==> src/rtl/ps2_scancode_receiver.sv <==
// PS/2 keyboard receiver: delivers make scan codes on `character`, filtering break (F0) and extended (E0) sequences.
// Optional KEY_RELEASE_CLEAR_EN: releasing the displayed key clears `character` to 8'h00.
module ps2_scancode_receiver #(
  parameter int TIMEOUT_CYCLES = 25000,
  parameter int SYNC_STAGES    = 2
) (
  input  logic       Pixelclock,
  input  logic       reset,
  input  logic       ps2_clk,
  input  logic       ps2_data,
  output logic [7:0] character,
  output logic       char_valid,
  output logic       frame_error,
  output logic       busy
);

  typedef enum logic [1:0] {IDLE, DATA, PARITY, STOP} state_t;

  localparam int CW = $clog2(TIMEOUT_CYCLES);
  localparam logic [CW-1:0] TC_LAST = CW'(TIMEOUT_CYCLES - 1);

  logic [SYNC_STAGES-1:0] clk_sr, data_sr;
  logic ps2_clk_sync, ps2_clk_sync_d, ps2_data_sync, fall;

  // Synchronisers idle high so reset release never fakes a falling edge.
  always_ff @(posedge Pixelclock or posedge reset) begin
    if (reset) begin
      clk_sr         <= '1;
      data_sr        <= '1;
      ps2_clk_sync_d <= 1'b1;
    end else begin
      clk_sr         <= {clk_sr[SYNC_STAGES-2:0], ps2_clk};
      data_sr        <= {data_sr[SYNC_STAGES-2:0], ps2_data};
      ps2_clk_sync_d <= ps2_clk_sync;
    end
  end

  assign ps2_clk_sync  = clk_sr[SYNC_STAGES-1];
  assign ps2_data_sync = data_sr[SYNC_STAGES-1];
  assign fall          = ps2_clk_sync_d & ~ps2_clk_sync;

  state_t        state, state_n;
  logic [7:0]    shift, shift_n;
  logic [2:0]    bit_cnt, bit_cnt_n;
  logic [CW-1:0] tcnt, tcnt_n, tcnt_inc;
  logic          parity, parity_n;
  logic          break_pending, break_n;
  logic          ext_pending, ext_n;
  logic [7:0]    char_n;
  logic          cv_n, fe_n;

  assign tcnt_inc = tcnt + CW'(1);

  always_ff @(posedge Pixelclock or posedge reset) begin
    if (reset) begin
      state         <= IDLE;
      shift         <= '0;
      bit_cnt       <= '0;
      tcnt          <= '0;
      parity        <= 1'b0;
      break_pending <= 1'b0;
      ext_pending   <= 1'b0;
      character     <= 8'h00;
      char_valid    <= 1'b0;
      frame_error   <= 1'b0;
      busy          <= 1'b0;
    end else begin
      state         <= state_n;
      shift         <= shift_n;
      bit_cnt       <= bit_cnt_n;
      tcnt          <= tcnt_n;
      parity        <= parity_n;
      break_pending <= break_n;
      ext_pending   <= ext_n;
      character     <= char_n;
      char_valid    <= cv_n;
      frame_error   <= fe_n;
      busy          <= (state_n != IDLE);
    end
  end

  always_comb begin
    state_n   = state;
    shift_n   = shift;
    bit_cnt_n = bit_cnt;
    tcnt_n    = tcnt;
    parity_n  = parity;
    break_n   = break_pending;
    ext_n     = ext_pending;
    char_n    = character;
    cv_n      = 1'b0;
    fe_n      = 1'b0;

    case (state)
      IDLE: begin
        tcnt_n = '0;
        if (fall && !ps2_data_sync) begin
          state_n   = DATA;
          bit_cnt_n = '0;
        end
      end
      DATA: if (fall) begin
        shift_n   = {ps2_data_sync, shift[7:1]};
        bit_cnt_n = bit_cnt + 3'd1;
        if (bit_cnt == 3'd7) state_n = PARITY;
      end
      PARITY: if (fall) begin
        parity_n = ps2_data_sync;
        state_n  = STOP;
      end
      STOP: if (fall) begin
        state_n = IDLE;
        if (!(^{shift, parity}) || !ps2_data_sync) begin
          fe_n    = 1'b1;
          break_n = 1'b0;
          ext_n   = 1'b0;
        end else if (shift == 8'hF0) begin
          break_n = 1'b1;
        end else if (shift == 8'hE0) begin
          ext_n = 1'b1;
        end else if (break_pending) begin
          break_n = 1'b0;
          ext_n   = 1'b0;
`ifdef KEY_RELEASE_CLEAR_EN
          if (shift == character) begin
            char_n = 8'h00;
            cv_n   = 1'b1;
          end
`endif
        end else if (ext_pending) begin
          ext_n = 1'b0;
        end else begin
          char_n = shift;
          cv_n   = 1'b1;
        end
      end
      default: state_n = IDLE;
    endcase

    // Inside a frame: a fall restarts the gap timer and wins over terminal count.
    if (state != IDLE) begin
      if (fall) begin
        tcnt_n = '0;
      end else if (tcnt_inc == TC_LAST) begin
        state_n = IDLE;
        fe_n    = 1'b1;
        shift_n = '0;
        tcnt_n  = '0;
      end else begin
        tcnt_n = tcnt_inc;
      end
    end
  end

endmodule

==> config.mk <==
export PLATFORM = sky130hd
export DESIGN_NAME = ps2_scancode_receiver
export DESIGN_NICKNAME = d
export VERILOG_FILES = /design/src/rtl/ps2_scancode_receiver.sv
export SDC_FILE = /design/constraint.sdc
export NUM_CORES = 1
export LEC_CHECK = 0
export ABC_AREA = 1
export CORE_UTILIZATION = 63
export DETAILED_ROUTE_END_ITERATION = 16
export PLACE_DENSITY = 0.84
export SLEW_MARGIN = 5
export SYNTH_ARGS = -nofsm -noshare
export SYNTH_HDL_FRONTEND = slang
export SYNTH_SLANG_ARGS = --single-unit
==> constraint.sdc <==
create_clock -name Pixelclock -period 4.2 [get_ports Pixelclock]
set_input_delay 0.42 -clock Pixelclock [delete_from_list [all_inputs] [get_ports Pixelclock]]
set_output_delay 0.42 -clock Pixelclock [all_outputs]
set_load 0.05 [all_outputs]
==> metrics <==
outcome finished, final reports clean; initial drt markers around 150; Req. time, crit path 4.40 ns; WL per Instance about 12 um; via count 1934; crit path max fanout 10; setup TNS 0 ns; Max Slew Vio Count 0; register bit count reported by yosys 47; DP Wirelength 3260 um; grt ovf 0; vias in the first global route 1913; # resized after CTS 0; Clock Skews approximately 0.0074 ns; placed cells 363; Synth cell types 29; Post-Layout Cell Count 371; pin count of the biggest net entering global routing 48; drt pass-1 iters 4; Hold/Removal Path Class reg -> reg; io pins 15; final hold vios 0; Highest Signal Layer met4; Worst setup EP type flop; relative slew slack between 30% and 40%; Setup violations, final 0; Reg clk slew, reported paths ~0.090 ns; die area 0.00411 sq mm; Max Cap Viol 0; P_leak about 1.3 nW; # H-tree levels 2; Via density roughly 5.2; core area roughly 0.0037 sq mm; RSZ-0062 raised after global routing no; mapped cell area ~0.0024 sq mm; YS warnings 0; Max clock buf depth 2; clock sink total between 40 and 50; sequential cell area fraction in the yosys report about 49%; area delta synth->final 13.1%; Post-Syn Instances roughly 300; Min Clock Period, post-route between 1.5 and 2 ns; setup bufs post-CTS 0; Die W 64.1 um; final RePlAce weighted congestion between 0.8 and 0.9; Max Clock Freq 517 MHz; Syn Area/Cell 8.00 sq um; row cnt 22; slowest stage cell, crit path dfrtp_1; starting density of the core about two thirds; # hold bufs at CTS 0; share of cells above drive strength 1 10.2%; wire length on met1 roughly 1900 um; critical-path cell list ha_1, nand2_2, inv_1, nor2_1, nand2_1, nor2_1, nand2_1, nor2_1, nand2_1, nor2_4, nand3_4, nand2_4, inv_1; initial antenna violation count 0; WL final ~4600 um; most common cell after layout, fill and taps aside nand2_1; CTS tree built; crit start category flop; Antenna Cells 0; clk_lat worst skew around 0.30 ns; first-pass GRT wire length 8130 um; cell area after layout between 0.002 and 0.003 sq mm; All-Layer GR Usage about a quarter; CP Class reg -> reg; syn nets between 300 and 400; die height about 64 um; Layout Nets 330; crit-path max cell delay 0.43 ns; crit path DAT 2.13 ns; TritonCTS Buffers 5; Max IR drop VDD around 0.42 mV; final worst path period share ~46%; DR WL met3 between 200 and 250 um; Worst Hold Slack roughly 0.36 ns; Port Buffer Count 14; Placement Cell Area ~0.0026 sq mm; met2 wire length between 2000 and 2500 um; Slew @ Worst Pin approximately 0.93 ns; power density over the cells roughly 520 mW/mm^2; CTS Root Cell clkbuf_8; most frequent cells in the layout nand2_1 (85), inv_1 (44), dfrtp_1 (42); Final ANT Viol Nets 0; Residual DRC 0
-- power by group --
group / switching (W) / internal (W)
clock: 0.000155 / 0.000237
sequential: 0.0000695 / 0.000527
combinational: 0.000304 / 0.000142
-- state kept, by name, indices dropped and copies added (netlist names), 2 cells and up --
signal	cells
bit_cnt	3
character	8
clk_sr	2
data_sr	2
shift	8
state	2
tcnt	15
-- final timing paths --
path | startpoint | to | slack [ns] | cells after the start
worst max-delay path | tcnt[0] | state[0] | 2.26 | 13
worst min-delay path | data_sr[0] | data_sr[1] | 0.36 | 0
worst max register to register | tcnt[0] | state[0] | 2.26 | 13
worst min register to register | data_sr[0] | data_sr[1] | 0.36 | 0
max in group asynchronous | reset | character[2] | 2.97 | 2
min in group asynchronous | reset | bit_cnt[2] | 0.64 | 2
-- Yosys cell counts --
cell type	number	share of area (%)
clkbuf_1	2	0.31
inv_1	45	6.9
nor2_4	5	2.3
nand3b_1	2	0.62
xnor2_1	3	1.1
nor3_1	3	0.62
nand4_1	7	1.8
nand2_1	85	13
o21ai_1	5	1.0
and3_1	1	0.26
o31ai_1	1	0.31
nand4_4	1	0.87
nor2_1	35	5.4
nand3_1	24	4.9
nor4_1	1	0.26
nand2_4	2	0.93
nand3_2	1	0.41
buf_6	1	0.46
dfrtp_1	42	43
o21ai_2	1	0.36
ha_1	4	2.1
a21o_1	1	0.31
nand2_2	5	1.3
nor2_2	3	0.77
xor2_1	3	1.1
nand3_4	1	0.72
a21oi_1	1	0.21
o21ai_0	14	2.9
dfstp_2	5	5.4
-- through the flow --
stage | util, % | power [W] | setup WS [ns]
finish | 74.5 | 0.00143 | 2.26
global route | 74.5 | 0.00154 | 2.06
CTS | 74.5 | 0.00144 | 2.27
detailed placement | 70.8 | 0.00104 | 2.28
global placement | 70.8 | 0.00102 | 2.32
floorplan | - | 0.000940 | 2.47
-- logic make-up (layout without fill, tap and decap cells) --
group / count (synthesis) / after routing / synth area share [%]
simple gates: 176 / 176 / 34.3
flops: 47 / 47 / 48.6
fa+ha+maj: 4 / 4 / 2.06
xor+xnor: 6 / 6 / 2.16
buf+inv: 48 / 67 / 7.72
compound gates: 23 / 23 / 5.10
-- metal layers --
layer	vias to the layer above	track usage, %
met5	-	0
met4	0	8.89
met3	6	6.96
met2	36	45.7
met1	907	31.2
li1	985	-
-- cell type report --
class                      instances  area, sq um
clock buffer                       5         68.8
clock inverter                     3         67.6
fill                             286          940
inverter                          45          169
multi-input combinational        209         1060
sequential                        47         1180
tap                               48         60.1
timing repair buffer              14          140
-- worst max-delay path: cells and delay by family, from the launching register on --
kind | cells | cell delay, ns
flip-flops | 1 | 0.43
buffers and inverters | 2 | 0.11
adder cells (fa/ha/maj) | 1 | 0.25
AND/OR/NAND/NOR | 10 | 1.05
Note: power is estimated with default switching activity, not from simulation.
